==> config.mk <==
export PLATFORM = sky130hd
export DESIGN_NAME = sh7604_rstc
export DESIGN_NICKNAME = d
export VERILOG_FILES = /design/src/rtl/sh7604_rstc_pkg.sv /design/src/rtl/sh7604_sync2.sv /design/src/rtl/sh7604_rstc.sv
export SDC_FILE = /design/constraint.sdc
export NUM_CORES = 1
export LEC_CHECK = 0
export ABC_CLOCK_PERIOD_IN_PS = 2600
export CORE_MARGIN = 3
export CORE_UTILIZATION = 35
export CTS_CLUSTER_DIAMETER = 120
export DETAILED_ROUTE_END_ITERATION = 6
export PLACE_DENSITY_LB_ADDON = 0.3
export SYNTH_ARGS = -nofsm -noshare
export SYNTH_HDL_FRONTEND = slang
export SYNTH_SLANG_ARGS = --single-unit
==> constraint.sdc <==
create_clock -name CLK -period 2.6 [get_ports CLK]
set_input_delay 0.52 -clock CLK [delete_from_list [all_inputs] [get_ports CLK]]
set_output_delay 0.52 -clock CLK [all_outputs]
set_load 0.1 [all_outputs]
==> src/rtl/sh7604_rstc_pkg.sv <==
// Shared types for the SH7604 reset controller: FSM state encoding, reset-cause
// codes and a saturating counter helper.
package SH7604_PKG;

    typedef enum logic [2:0] {
        RSTC_RUN      = 3'd0,
        RSTC_PIN_RST  = 3'd1,
        RSTC_WDT_PRST = 3'd2,
        RSTC_WDT_MRST = 3'd3,
        RSTC_RELEASE  = 3'd4
    } RSTC_STATE_t;

    // 2'b11 is reserved and never produced.
    localparam logic [1:0] CAUSE_PIN_POR = 2'b00;
    localparam logic [1:0] CAUSE_WDT_POR = 2'b01;
    localparam logic [1:0] CAUSE_WDT_MAN = 2'b10;

    function automatic logic [3:0] sat_dec4(input logic [3:0] val);
        logic [3:0] res;
        if (val == 4'd0) begin
            res = 4'd0;
        end else begin
            res = val - 4'd1;
        end
        return res;
    endfunction

endpackage

==> src/rtl/sh7604_sync2.sv <==
// Two-flop synchronizer for the asynchronous external reset pin; clears to 0
// so the controller starts out seeing the pin asserted.
module sh7604_sync2 (
    input  logic CLK,
    input  logic RST_N,
    input  logic D,
    output logic Q
);

    logic meta_r;
    logic sync_r;

    // Synchronizer chain, clocked every CLK independent of any enable.
    always_ff @(posedge CLK) begin
        if (!RST_N) begin
            meta_r <= 1'b0;
            sync_r <= 1'b0;
        end else begin
            meta_r <= D;
            sync_r <= meta_r;
        end
    end

    assign Q = sync_r;

endmodule

==> src/rtl/sh7604_rstc.sv <==
// SH7604 reset controller: sequences pin and watchdog resets, holds watchdog
// resets for a prescaler-timed interval and staggers CPU release after peripherals.
module sh7604_rstc
    import SH7604_PKG::*;
#(
    parameter int unsigned HOLD_TICKS = 32'd8,
    parameter int unsigned STAGGER    = 32'd4,
    parameter int unsigned DISABLE    = 32'd0
) (
    input  logic       CLK,
    input  logic       RST_N,
    input  logic       CE_R,
    input  logic       EN,
    input  logic       RES_N,
    input  logic       PRES,
    input  logic       MRES,
    input  logic       CLK512_CE,
    output logic       CPU_RES_N,
    output logic       PERI_RES_N,
    output logic       WDT_RES_N,
    output logic       MAN_RST,
    output logic [1:0] RST_CAUSE,
    output logic       BUSY
);

    localparam logic        DIS       = (DISABLE != 32'd0);
    localparam logic [3:0]  HOLD_LD   = 4'(HOLD_TICKS);
    localparam logic [3:0]  STAG_LD   = 4'(STAGGER);
    localparam RSTC_STATE_t RST_STATE = DIS ? RSTC_RUN : RSTC_PIN_RST;

    logic        pin_n_s;
    logic        qual_s;
    RSTC_STATE_t state_r;
    RSTC_STATE_t state_nx_s;
    logic [3:0]  hold_cnt_r;
    logic [3:0]  hold_nx_s;
    logic [3:0]  stag_cnt_r;
    logic [3:0]  stag_nx_s;
    logic [1:0]  cause_r;
    logic [1:0]  cause_nx_s;
    logic        man_r;
    logic        man_nx_s;
    logic        cpu_nx_s;
    logic        peri_nx_s;
    logic        wdt_nx_s;
    logic        busy_nx_s;
    logic        cpu_r;
    logic        peri_r;
    logic        wdt_r;
    logic        busy_r;

    sh7604_sync2 u_sync (
        .CLK   (CLK),
        .RST_N (RST_N),
        .D     (RES_N),
        .Q     (pin_n_s)
    );

    assign qual_s = CE_R & EN;

    // Next-state, counter and cause logic, evaluated as if the cycle is qualified.
    always_comb begin
        state_nx_s = state_r;
        hold_nx_s  = hold_cnt_r;
        stag_nx_s  = stag_cnt_r;
        cause_nx_s = cause_r;
        man_nx_s   = man_r;
        if (DIS) begin
            state_nx_s = RSTC_RUN;
            hold_nx_s  = 4'd0;
            stag_nx_s  = 4'd0;
            cause_nx_s = CAUSE_PIN_POR;
            man_nx_s   = 1'b0;
        end else if (!pin_n_s) begin
            // Pin reset overrides everything and abandons any count in progress.
            state_nx_s = RSTC_PIN_RST;
            hold_nx_s  = 4'd0;
            stag_nx_s  = 4'd0;
            cause_nx_s = CAUSE_PIN_POR;
            man_nx_s   = 1'b0;
        end else begin
            case (state_r)
                RSTC_RUN: begin
                    if (PRES) begin
                        state_nx_s = RSTC_WDT_PRST;
                        hold_nx_s  = HOLD_LD;
                        cause_nx_s = CAUSE_WDT_POR;
                        man_nx_s   = 1'b0;
                    end else if (MRES) begin
                        state_nx_s = RSTC_WDT_MRST;
                        hold_nx_s  = HOLD_LD;
                        cause_nx_s = CAUSE_WDT_MAN;
                        man_nx_s   = 1'b1;
                    end else begin
                        state_nx_s = RSTC_RUN;
                    end
                end
                RSTC_PIN_RST: begin
                    state_nx_s = RSTC_RELEASE;
                    stag_nx_s  = STAG_LD;
                end
                RSTC_WDT_PRST, RSTC_WDT_MRST: begin
                    if (CLK512_CE) begin
                        hold_nx_s = sat_dec4(hold_cnt_r);
                    end else begin
                        hold_nx_s = hold_cnt_r;
                    end
                    if (hold_nx_s == 4'd0) begin
                        state_nx_s = RSTC_RELEASE;
                        stag_nx_s  = STAG_LD;
                    end else begin
                        state_nx_s = state_r;
                    end
                end
                RSTC_RELEASE: begin
                    stag_nx_s = sat_dec4(stag_cnt_r);
                    if (stag_nx_s == 4'd0) begin
                        state_nx_s = RSTC_RUN;
                    end else begin
                        state_nx_s = RSTC_RELEASE;
                    end
                end
                default: begin
                    state_nx_s = RSTC_PIN_RST;
                    hold_nx_s  = 4'd0;
                    stag_nx_s  = 4'd0;
                end
            endcase
        end
    end

    // Reset-line decode from the next state so outputs register alongside the state.
    always_comb begin
        cpu_nx_s  = 1'b0;
        peri_nx_s = 1'b0;
        wdt_nx_s  = 1'b0;
        busy_nx_s = 1'b1;
        case (state_nx_s)
            RSTC_RUN: begin
                cpu_nx_s  = 1'b1;
                peri_nx_s = 1'b1;
                wdt_nx_s  = 1'b1;
                busy_nx_s = 1'b0;
            end
            RSTC_WDT_PRST: begin
                wdt_nx_s = 1'b1;
            end
            RSTC_WDT_MRST, RSTC_RELEASE: begin
                peri_nx_s = 1'b1;
                wdt_nx_s  = 1'b1;
            end
            default: begin
                cpu_nx_s  = 1'b0;
                peri_nx_s = 1'b0;
                wdt_nx_s  = 1'b0;
                busy_nx_s = 1'b1;
            end
        endcase
    end

    // State, counters and registered outputs; advance only on qualified cycles.
    always_ff @(posedge CLK) begin
        if (!RST_N) begin
            state_r    <= RST_STATE;
            hold_cnt_r <= 4'd0;
            stag_cnt_r <= 4'd0;
            cause_r    <= CAUSE_PIN_POR;
            man_r      <= 1'b0;
            cpu_r      <= DIS;
            peri_r     <= DIS;
            wdt_r      <= DIS;
            busy_r     <= ~DIS;
        end else if (qual_s) begin
            state_r    <= state_nx_s;
            hold_cnt_r <= hold_nx_s;
            stag_cnt_r <= stag_nx_s;
            cause_r    <= cause_nx_s;
            man_r      <= man_nx_s;
            cpu_r      <= cpu_nx_s;
            peri_r     <= peri_nx_s;
            wdt_r      <= wdt_nx_s;
            busy_r     <= busy_nx_s;
        end
    end

    assign CPU_RES_N  = cpu_r;
    assign PERI_RES_N = peri_r;
    assign WDT_RES_N  = wdt_r;
    assign MAN_RST    = man_r;
    assign RST_CAUSE  = cause_r;
    assign BUSY       = busy_r;

endmodule

Yosys cells after proc, flatten, opt, wreduce, memory -nomap -nowiden:

Cells that the tools add are included.

* add/sub/neg operators: 2
* equality and inequality tests: 13
* mux-type cells: 32
* bitwise gates (word level): 1
* reductions and logical operators: 13

Operators by type and width (count)
* 4-bit 2-to-1 mux: 12
* 4-bit zero test: 4
* 4-bit case mux with 4 select lines: 1
* 3-bit by 2-bit equality test with 1-bit output, second input constant: 4
* 2-bit 2-to-1 mux: 6
* 3-bit case mux with 4 select lines: 1
* 4-bit case mux with 3 select lines: 1
* 3-bit 2-to-1 mux: 3
* 3-bit AND reduction: 3
* 1-bit 2-to-1 mux: 8
* 4-bit by 1-bit subtractor with 4-bit output, second input constant: 2
* 3-bit equality test, second input constant: 2
* 3-bit zero test: 2
* 2-bit inequality test, second input constant: 3
* 3-bit inequality test, second input constant: 2
* 4-bit inequality test, second input constant: 1
* 2-bit OR reduction: 2
* 4-bit OR reduction: 1
* 3-bit by 1-bit equality test with 1-bit output, second input constant: 1
* 3-bit OR reduction: 1
* 1-bit AND: 1

* flip-flop bits (word level): 20
* input bits: 8
* output and inout bits: 7
* word-level logic and storage cells: 72

Depth between registers and ports, before layout:

* depth in word-level cells: 12
* mapped depth: 5
* gate-level depth less buffers: 4

Cells and area by module:

A second synthesis with hierarchy kept.

* cell total of the unflattened synthesis: 130
* area total of the unflattened synthesis: 1028.5 um^2

Modules (own cells, without submodules)
* sh7604_rstc: instances 1, cells an instance 126, area an instance 975.9 um^2, sequential area each 340.3 um^2
* sh7604_sync2: instances 1, cells an instance 4, area an instance 52.6 um^2, sequential area each 40.0 um^2

Worst setup path after synthesis:

No wires, ideal clock.

* path type: flip-flop to output port
* start point: reg cause_r[1] (netlist: RST_CAUSE[1])
* end point: out RST_CAUSE[1]
* arrival: 1368 ps
* data required time: 2080 ps
* slack: 712 ps
* stages on the path, launching flop included: 2
* buffers on the path: 1
* cell sequence: dfxtp_1 > buf_4

RTL lines
* start, declared: RTL line sh7604_rstc.sv:39 `logic [1:0] cause_r;`
* start signal, assigned: RTL line sh7604_rstc.sv:177 `cause_r <= cause_nx_s;`
* end, declared: RTL line sh7604_rstc.sv:22 `output logic [1:0] RST_CAUSE,`

No word-level cell between the ends.

Final worst setup path:

* start point: in MRES
* end point: reg peri_r (netlist: PERI_RES_N)

* word-level cells in the longest chain between the ends: 7
* elaborated cells on any way between the ends: 9
* classes of those cells: eq/ne (2); mux (5); reduce/logical (2)

RTL lines
* start, declared: RTL line sh7604_rstc.sv:16 `input logic MRES,`
* 2-bit 2-to-1 mux (*): RTL line sh7604_rstc.sv:89 `end else if (MRES) begin`
* 2-bit 2-to-1 mux (*): RTL line sh7604_rstc.sv:84 `if (PRES) begin`
* 3-bit case mux with 4 select lines (*): RTL line sh7604_rstc.sv:82 `case (state_r)`
* 3-bit 2-to-1 mux (*): RTL line sh7604_rstc.sv:74 `end else if (!pin_n_s) begin`
* 3-bit by 2-bit equality test with 1-bit output, or another cell as far along: RTL line sh7604_rstc.sv:138 `case (state_nx_s)`
* 3-bit OR reduction (no source line) (*)
* 1-bit 2-to-1 mux (*): RTL line sh7604_rstc.sv:138
* end signal, assigned: RTL line sh7604_rstc.sv:180 `peri_r <= peri_nx_s;`
* end, declared: RTL line sh7604_rstc.sv:48 `logic peri_r;`

Every way passes the cells marked *; elsewhere a longest branch is shown, timed or not.
A chain may end at the register's enable or synchronous reset.

==> results.sh <==
export IMPL_vias=1024
export IMPL_worst_pin_slew_ps=706.0
export IMPL_grt_pass1_wl_um=4257
export IMPL_finClkSkew_ps=13.85
export IMPL_synth_seq_cells=19
export IMPL_vdd_drop_max_mv=0.3098
export IMPL_grt_usage=0.1338
export IMPL_synth_flop_cell="dfxtp_1"
export IMPL_dieArea_mm2=0.003903
export IMPL_dr_wl_met2_um=1074
export IMPL_post_dp_hpwl_um=1750
export IMPL_cts_sinks=19
export IMPL_hold_class="reg -> reg"
export IMPL_gp_congestion=0.7912
export IMPL_dieWidth_um=62.47
export IMPL_holdBufCountCts=0
export IMPL_worstSkewPairLatency_ps=310
export IMPL_outcome="complete, no violations"
export IMPL_synth_net_count=139
export IMPL_wl_per_cell_um=13.83
export IMPL_yosysSeqAreaShare=0.3408
export IMPL_synthCells=131
export IMPL_synthToLayoutAreaGrowth_pct=14.24
export IMPL_io_buffers=14
export IMPL_yosysMostFrequentCell="dfxtp_1"
export IMPL_routed_via_density=5.626
export IMPL_synthArstFlopShare=0
export IMPL_first_global_vias=925
export IMPL_grt_max_degree=23
export IMPL_synthTopCellsByArea="dfxtp_1 34%, o21ai_0 4.9%, a21boi_0 4.0%"
export IMPL_setup_tns_ps=0
export IMPL_hold_slack_ps=442.6
export IMPL_ys_types=45
export IMPL_synth_common_cells="19 x dfxtp_1, 11 x nand2_1, 11 x o21ai_0, 6 x a21boi_0, 6 x clkbuf_1"
export IMPL_routed_wl_um=2517
export IMPL_rows=19
export IMPL_slowest_stage="clkdlybuf4s50_1"
export IMPL_drv_slew=0
export IMPL_die_h_um=62.47
export IMPL_synth_area_leader_cell="dfxtp_1"
export IMPL_pin_count=15
export IMPL_clk_pin_slew_ps=120
export IMPL_hold_viol=0
export IMPL_synth_edff_count=0
export IMPL_path_class="in -> reg"
export IMPL_max_slew_margin_rel=0.5278
export IMPL_cts_tree="done"
export IMPL_met3_length_um=123
export IMPL_wirelength_met1_um=1277
export IMPL_synth_area_per_cell_um2=8.520
export IMPL_start_util=0.3848
export IMPL_ys_warn_count=0
export IMPL_antenna_found_initial=0
export IMPL_cp_cell_sequence="clkdlybuf4s50_1 > or3b_2 > o211ai_1 > o211ai_1 > a31oi_1"
export IMPL_synth_top_cell_area_share=0.3408
export IMPL_dr_pass1_iters=4
export IMPL_critical_path_required_ps=2850
export IMPL_grt_overflow_total=0
export IMPL_n_antenna_cell=0
export IMPL_timing_final_crit_share=0.6938
export IMPL_synthesis_area_mm2=0.001116
export IMPL_cts_max_level=1
export IMPL_slowest_delay_ps=560
export IMPL_cts_resized=0
export IMPL_drive_above_1_share=0.1500
export IMPL_clk_path_buf_depth=2
export IMPL_fmax_mhz=554.4
export IMPL_worst_path_max_fanout=3
export IMPL_leakagePower_nw=0.4355
export IMPL_crit_top_cell="o211ai_1"
export IMPL_drtIter0Drc=67
export IMPL_ant_nets=0
export IMPL_worstPathArrival_ps=2050
export IMPL_core_mm2=0.002900
export IMPL_cts_buffers=3
export IMPL_top_layer_used="met4"
export IMPL_layout_nets=149
export IMPL_period_minus_slack_ps=1804
export IMPL_cp_start_kind="input port"
export IMPL_final_core_util=0.4396
export IMPL_post_cts_buffers=0
export IMPL_grt_setup_unrepaired="false"
export IMPL_power_density_mw_per_mm2=415.8
export IMPL_cap_violations=0
export IMPL_end_kind="register"
export IMPL_setup_viol=0
export IMPL_remaining_drc_errors=0
export IMPL_cts_root_buf="clkbuf_4"
critical path: cells and delay by family:
kind,cells,cell delay [ps]
compound gates,3,520
buf+inv,1,560
simple gates,1,460
metrics by stage:
| step | power (mW) | cells | worst slack [ps] | cell area (um^2) |
|---|---|---|---|---|
| after floorplan | 0.3581 | 131 | 711.7 | 1116 |
| after global placement | 0.3800 | 178 | 519.3 | 1247 |
| after detailed placement | 0.3815 | 178 | 488.7 | 1247 |
| after CTS | 0.5369 | 182 | 818.7 | 1275 |
| after global routing | 0.5528 | 182 | 724.6 | 1275 |
| final | 0.5301 | 182 | 796.2 | 1275 |
power by group:
part / switching [mW] / total, mW / internal, mW
logic: 0.0447 / 0.0729 / 0.0282
registers: 0.00690 / 0.303 / 0.296
clock network: 0.0970 / 0.155 / 0.0575
total: 0.149 / 0.530 / 0.382
final timing paths:
check | from | endpoint | slack, ps | depth (start not counted)
setup / recovery | MRES | PERI_RES_N | 800 | 5
hold / removal | u_sync.meta_r | u_sync.Q | 440 | 1
setup reg to reg | state_r[2] | PERI_RES_N | 1020 | 4
hold reg to reg | u_sync.meta_r | u_sync.Q | 440 | 1
per-layer routing:
metal  global-route usage  up-vias
li1                     -      519
met1               0.1710      478
met2               0.2064       23
met3              0.04676        4
met4              0.04959        0
met5                    0        -
placed cells by master (no fill, tap or decap), types with 3 or more instances in the layout:
master | synthesis | final
nand2b_1 | 5 | 5
a21boi_0 | 6 | 6
a21oi_1 | 3 | 3
nand3_1 | 5 | 5
a31oi_1 | 5 | 5
and2_1 | 4 | 4
nand2_1 | 11 | 11
clkdlybuf4s50_1 | 0 | 7
o211ai_1 | 4 | 4
o21ai_0 | 11 | 11
dfxtp_1 | 19 | 19
clkbuf_4 | 0 | 3
nor2_1 | 5 | 5
nand3b_1 | 3 | 3
buf_4 | 1 | 8
kinds of logic (layout without fill, tap and decap cells):
family	after synthesis	count (layout)	synth area share
and+or+nand+nor	50	50	0.2668
buffers and inverters	12	21	0.05269
AOI/OAI and AO/OA	50	50	0.3397
DFF	19	19	0.3408
registers in the layout (all words and copies together) (netlist names):
register,count
hold_cnt_r,4
stag_cnt_r,4
state_r,3
RST_CAUSE,2
BUSY,1
CPU_RES_N,1
PERI_RES_N,1
WDT_RES_N,1
u_sync.Q,1
u_sync.meta_r,1
final cells by class:
class | instances | area, um^2
Timing Repair Buffer | 15 | 130.1
Fill cell | 312 | 1625
Tap cell | 42 | 52.55
Multi-Input combinational cell | 100 | 676.9
Sequential cell | 19 | 380.4
Clock buffer | 3 | 22.52
Inverter | 2 | 7.507
Clock inverter | 1 | 5.005
No activity file was read; power rests on OpenSTA's default activity.
